<file path="config.mk">
export PLATFORM = sky130hd
export DESIGN_NAME = timer_device
export DESIGN_NICKNAME = d
export VERILOG_FILES = /design/src/rtl/timer_device.sv
export SDC_FILE = /design/constraint.sdc
export NUM_CORES = 1
export LEC_CHECK = 0
export ABC_AREA = 1
export CAP_MARGIN = 20
export CORE_MARGIN = 8
export CORE_UTILIZATION = 45
export CTS_CLUSTER_SIZE = 16
export DETAILED_ROUTE_END_ITERATION = 16
export PLACE_DENSITY = 0.82
export SYNTH_ARGS = -nofsm -noshare
export SYNTH_HDL_FRONTEND = slang
export SYNTH_SLANG_ARGS = --single-unit
</file>
<file path="constraint.sdc">
create_clock -name clk -period 2.2 [get_ports clk]
set_input_delay 0.22 -clock clk [delete_from_list [all_inputs] [get_ports clk]]
set_output_delay 0.22 -clock clk [all_outputs]
set_load 0.005 [all_outputs]
</file>
<file path="src/rtl/timer_device.sv">
// Memory-mapped countdown timer responding on the MEM-stage bridge (CTRL/PRESET/COUNT window).
// Optional macro TIMER_PRESCALER_EN adds a PRESCALE register at +0xC and a 16-bit count divider.
module timer_device #(
  parameter logic [31:0] BASE_ADDR = 32'h0000_7f00
) (
  input  logic        clk,
  input  logic        reset,
  input  logic [31:0] bridge_address,
  input  logic [31:0] bridge_write_data,
  input  logic [2:0]  bridge_write_size,
  input  logic [2:0]  bridge_read_size,
  output logic [31:0] bridge_read_data,
  output logic        accepted,
  output logic        irq
);

  typedef enum logic [1:0] {
    ST_IDLE = 2'd0,
    ST_LOAD = 2'd1,
    ST_CNT  = 2'd2,
    ST_INT  = 2'd3
  } state_e;

  localparam logic [2:0] SZ_WORD = 3'd4;

  function automatic logic size_active(input logic [2:0] sz);
    return (sz == 3'd1) || (sz == 3'd2) || (sz == 3'd4);
  endfunction

  state_e      state_q, state_d;
  logic [3:0]  ctrl_q, ctrl_d;
  logic [31:0] preset_q, preset_d;
  logic [31:0] count_q, count_d;
  logic        irq_pending_q, irq_pending_d;
  logic        irq_q, irq_d;

  logic        in_window_s, aligned_s, rd_word_s, wr_word_s;
  logic        rd_mapped_s, wr_mapped_s;
  logic [1:0]  offset_s;
  logic [31:0] reg_data_s;
  logic        ctrl_wr_s, preset_wr_s;
  logic        en_clr_s, irq_set_s, irq_clr_s, step_s;

`ifdef TIMER_PRESCALER_EN
  logic [15:0] prescale_q, prescale_d;
  logic [15:0] div_q, div_d;
  logic        prescale_wr_s;
`endif

  // Address/size decode and zero-latency read mux
  always_comb begin
    in_window_s = (bridge_address[31:4] == BASE_ADDR[31:4]);
    aligned_s   = (bridge_address[1:0] == 2'b00);
    offset_s    = bridge_address[3:2];
    // a word access in one direction only; any live size on the other side rejects it
    rd_word_s   = (bridge_read_size == SZ_WORD) && !size_active(bridge_write_size);
    wr_word_s   = (bridge_write_size == SZ_WORD) && !size_active(bridge_read_size);
    reg_data_s  = 32'h0000_0000;
    rd_mapped_s = 1'b0;
    wr_mapped_s = 1'b0;
    case (offset_s)
      2'd0: begin
        reg_data_s  = {28'h000_0000, ctrl_q};
        rd_mapped_s = 1'b1;
        wr_mapped_s = 1'b1;
      end
      2'd1: begin
        reg_data_s  = preset_q;
        rd_mapped_s = 1'b1;
        wr_mapped_s = 1'b1;
      end
      2'd2: begin
        reg_data_s  = count_q;
        rd_mapped_s = 1'b1;
        wr_mapped_s = 1'b0;
      end
      2'd3: begin
`ifdef TIMER_PRESCALER_EN
        reg_data_s  = {16'h0000, prescale_q};
        rd_mapped_s = 1'b1;
        wr_mapped_s = 1'b1;
`else
        reg_data_s  = 32'h0000_0000;
        rd_mapped_s = 1'b0;
        wr_mapped_s = 1'b0;
`endif
      end
      default: begin
        reg_data_s  = 32'h0000_0000;
        rd_mapped_s = 1'b0;
        wr_mapped_s = 1'b0;
      end
    endcase
    accepted = in_window_s && aligned_s &&
               ((rd_word_s && rd_mapped_s) || (wr_word_s && wr_mapped_s));
    bridge_read_data = (accepted && rd_word_s) ? reg_data_s : 32'h0000_0000;
    ctrl_wr_s   = accepted && wr_word_s && (offset_s == 2'd0);
    preset_wr_s = accepted && wr_word_s && (offset_s == 2'd1);
  end

`ifdef TIMER_PRESCALER_EN
  assign prescale_wr_s = accepted && wr_word_s && (offset_s == 2'd3);
  assign step_s        = (div_q == prescale_q);
`else
  assign step_s        = 1'b1;
`endif

  // Countdown FSM next-state and register update rules
  always_comb begin
    state_d   = state_q;
    count_d   = count_q;
    en_clr_s  = 1'b0;
    irq_set_s = 1'b0;
    irq_clr_s = 1'b0;
`ifdef TIMER_PRESCALER_EN
    div_d      = div_q;
    prescale_d = prescale_wr_s ? bridge_write_data[15:0] : prescale_q;
`endif
    case (state_q)
      ST_IDLE: begin
        if (ctrl_q[0]) state_d = ST_LOAD;
        else           state_d = ST_IDLE;
      end
      ST_LOAD: begin
        count_d = preset_q;
        state_d = ST_CNT;
`ifdef TIMER_PRESCALER_EN
        div_d   = 16'h0000;
`endif
      end
      ST_CNT: begin
        if (!ctrl_q[0]) begin
          state_d = ST_IDLE;
        end else if (step_s) begin
`ifdef TIMER_PRESCALER_EN
          div_d = 16'h0000;
`endif
          // PRESET of 0 or 1 both terminate here, so COUNT never wraps
          if (count_q <= 32'd1) begin
            count_d   = 32'd0;
            irq_set_s = 1'b1;
            state_d   = ST_INT;
          end else begin
            count_d = count_q - 32'd1;
            state_d = ST_CNT;
          end
        end else begin
`ifdef TIMER_PRESCALER_EN
          div_d = div_q + 16'd1;
`endif
          state_d = ST_CNT;
        end
      end
      ST_INT: begin
        if (ctrl_q[2:1] == 2'b01) begin
          irq_clr_s = 1'b1;
          state_d   = ST_LOAD;
        end else begin
          en_clr_s  = 1'b1;
          state_d   = ST_IDLE;
        end
      end
      default: state_d = ST_IDLE;
    endcase
    // a bus write to CTRL overrides both the FSM's EN clear and a fresh interrupt set
    ctrl_d        = ctrl_wr_s ? bridge_write_data[3:0] : {ctrl_q[3:1], ctrl_q[0] & ~en_clr_s};
    irq_pending_d = ctrl_wr_s ? 1'b0 : ((irq_pending_q | irq_set_s) & ~irq_clr_s);
    preset_d      = preset_wr_s ? bridge_write_data : preset_q;
    irq_d         = irq_pending_q & ctrl_q[3];
  end

  // State registers with synchronous active-low reset
  always_ff @(posedge clk) begin
    if (!reset) begin
      state_q       <= ST_IDLE;
      ctrl_q        <= 4'h0;
      preset_q      <= 32'h0000_0000;
      count_q       <= 32'h0000_0000;
      irq_pending_q <= 1'b0;
      irq_q         <= 1'b0;
`ifdef TIMER_PRESCALER_EN
      prescale_q    <= 16'h0000;
      div_q         <= 16'h0000;
`endif
    end else begin
      state_q       <= state_d;
      ctrl_q        <= ctrl_d;
      preset_q      <= preset_d;
      count_q       <= count_d;
      irq_pending_q <= irq_pending_d;
      irq_q         <= irq_d;
`ifdef TIMER_PRESCALER_EN
      prescale_q    <= prescale_d;
      div_q         <= div_d;
`endif
    end
  end

  assign irq = irq_q;

endmodule

</file>
==> flow_metrics.tcl <==
set metrics [dict create \
    hold_viol_final 0 \
    yosysWarnings 0 \
    min_path_type "input pin to flop" \
    overflow 0 \
    synth_ff_type "dfxtp_1" \
    path_class "input pin to output pin" \
    setup_violations 0 \
    synth_enable_flop_cells 0 \
    holdCritStartpoint "bridge_write_data[18]" \
    grt_use_total_pct 19.3 \
    area_growth_pct 34.8 \
    powerDensity_nw_per_um2 472 \
    cp.required_ns 1.98 \
    core_area_um2 10200 \
    ff2ff_setup_slack_ns 0.19 \
    vias_per_cell 4.96 \
    h-tree-depth 3 \
    drc 0 \
    die_w_um 118 \
    cts_buffer_depth 2 \
    nets 992 \
    report.final.slew_viol_count 0 \
    synth_commonest_cells "nand2_1 (310), nor2_1 (145), dfxtp_1 (72)" \
    fillers 1002 \
    n_antenna_cell 0 \
    grt_pass1_vias 4915 \
    yosys.area.top_type "dfxtp_1" \
    cts.clk_slew.worst_paths_ns 0.08 \
    fin_crit_ns 2.09 \
    maxCapViolCount 0 \
    yosysMostFrequentCell "nand2_1" \
    post_dp_cell_area_um2 5960 \
    dieArea_um2 13800 \
    drive_above_1_share_pct 11.8 \
    cp-start-kind "input pin" \
    start_util_pct 45.6 \
    vias 5252 \
    io_pins 106 \
    wl_per_cell_um 13.5 \
    period_share_pct 95.1 \
    antenna_found_initial 0 \
    syn_avg_cell_area_um2 5.78 \
    peakVddDrop_uv 254 \
    postSynth.asyncResetShare_pct 0 \
    grt_max_degree 65 \
    final_core_util_pct 61.4 \
    hpwl_um 10100 \
    final_area_um2 6260 \
    cts_made_buffers 9 \
    worstMarginPinSlew_ns 0.403 \
    cp_max_fo 5 \
    max_freq_mhz 478 \
    skew_ns 0.0104 \
    cts-root-buf "clkbuf_8" \
    synth-seq-area-share_pct 31.1 \
    netlist-cell-type-count 33 \
    synth_area_leaders "dfxtp_1 (31%), nand2_1 (25%), nor2_1 (12%)" \
    ant_nets 0 \
    die_height_um 118 \
    end_kind "output pin" \
    crit_start "bridge_address[21]" \
    p_leak_nw 3.09 \
    io_buffers 105 \
    synth-seq-cells 72 \
    arrival_ns 1.87 \
    numClockSinks 72 \
    first_pass_iters 5 \
    drt-initial-drc-count 383 \
    max_slew_margin_pct 73.1 \
    synth_nets 877 \
    rr_startpoint "count_q[0]$_SDFFE_PN0P_" \
    status "finished clean" \
    netlist.area_leader.share_pct 31.1 \
    num_rows 37 \
    synth_area_um2 4640 \
    synthCells 803 \
    worstSkewPairLatency_ns 0.35 \
    wirelength_um 14300 \
    cts_tree "built" \
    grt_pass1_wl_um 23000 \
    power_mw 2.95 \
    finalWeightedCongestion 0.931 \
]
==> power breakdown <==
part           internal, mW  switching [mW]  total (mW)  leakage [nW]
combinational         0.138          0.0861       0.224          2.37
clock                 0.896           0.531        1.43         0.136
sequential             1.30      0.00000138        1.30         0.580
total                  2.33           0.617        2.95          3.09
==> per-layer routing <==
| metal | wire length (um) | global-route usage, % | up-vias |
|---|---|---|---|
| met5 | 0 | 0 | - |
| met4 | 249 | 6.16 | 0 |
| met3 | 816 | 3.36 | 20 |
| met2 | 6760 | 32.4 | 154 |
| met1 | 6510 | 24.6 | 2335 |
| li1 | - | - | 2743 |
==> placed cells by master (no fill, tap or decap), types with 3 or more instances in the layout <==
cell type,count
nand2_1,310
nor2_1,143
dfxtp_1,72
inv_1,62
clkdlybuf4s50_1,56
a21oi_1,55
clkbuf_2,28
buf_4,23
nand3_1,22
dlymetal6s2s_1,16
o22ai_1,11
o21ai_0,10
o21ai_1,10
clkbuf_8,10
nor2_2,9
nand4_1,9
xor2_1,9
o21bai_1,6
xnor2_1,6
buf_12,6
a21oi_2,5
bufinv_16,4
buf_2,4
inv_2,3
nor3_1,3
==> logic make-up (layout without fill, tap and decap cells) <==
logic type                 count (synthesis)  count (layout)  share of synthesized area, %
AOI/OAI and AO/OA                        105             105                          12.3
xor gates and xnor gates                  15              15                          2.83
adders and majority gates                  2               2                         0.539
buffers and inverters                     99             219                          9.11
DFF                                       72              72                          31.1
and+or+nand+nor                          510             510                          44.1
==> cell type report <==
| cell class | instances | area, um2 | share of cell area, % |
|---|---|---|---|
| multi-input combinational | 632 | 2850 | 45.5 |
| inverter | 66 | 248 | 3.96 |
| clock inverter | 6 | 130 | 2.08 |
| tap | 136 | 170 | 2.72 |
| sequential | 72 | 1440 | 23.0 |
| clock buffer | 10 | 138 | 2.20 |
| timing repair buffer | 137 | 1280 | 20.5 |
==> registers in the layout (all words and copies together) (netlist names) <==
register	count
count_q	32
ctrl_q	4
irq	1
irq_pending_q	1
preset_q	32
state_q	2
==> stage by stage <==
step                       TNS, ns  hold slack, ns  cells  setup slack (ns)
after detailed placement     -9.29           0.450   1039            -0.337
after CTS                 -0.00719           0.434   1055          -0.00419
after global routing       -0.0132           0.466   1059          -0.00490
final                            0           0.438   1059             0.107
after global placement       -8.21           0.451   1039            -0.291
after floorplan                  0           0.355    803             0.595
==> critical path: stages <==
cell and delay, ns:
clkdlybuf4s50_1 0.40, nor2_1 0.09, nand4_1 0.09, or2_1 0.22, nor2_2 0.13, nand2_1 0.07
inv_2 0.10, nand2_8 0.10, clkbuf_16 0.18, a31oi_4 0.13, buf_2 0.13
==> worst paths after layout <==
kind / to / cells after the start
max: bridge_read_data[3] / 11
min: preset_q[18]$_SDFFE_PN0P_ / 3
max reg2reg: count_q[2]$_SDFFE_PN0P_ / 12
min reg2reg: irq$_SDFF_PN0_ / 2
==> what timing repair did <==
item | 4_1_cts | 5_1_grt
pin swaps | 0 | 15
hold buffers | 0 | 0
gates cloned | 0 | 3
setup buffers | 0 | 1
resized for setup | 59 | 74
endpoints found under the setup margin | 33 | 32
(Power assumes the default switching activity.)
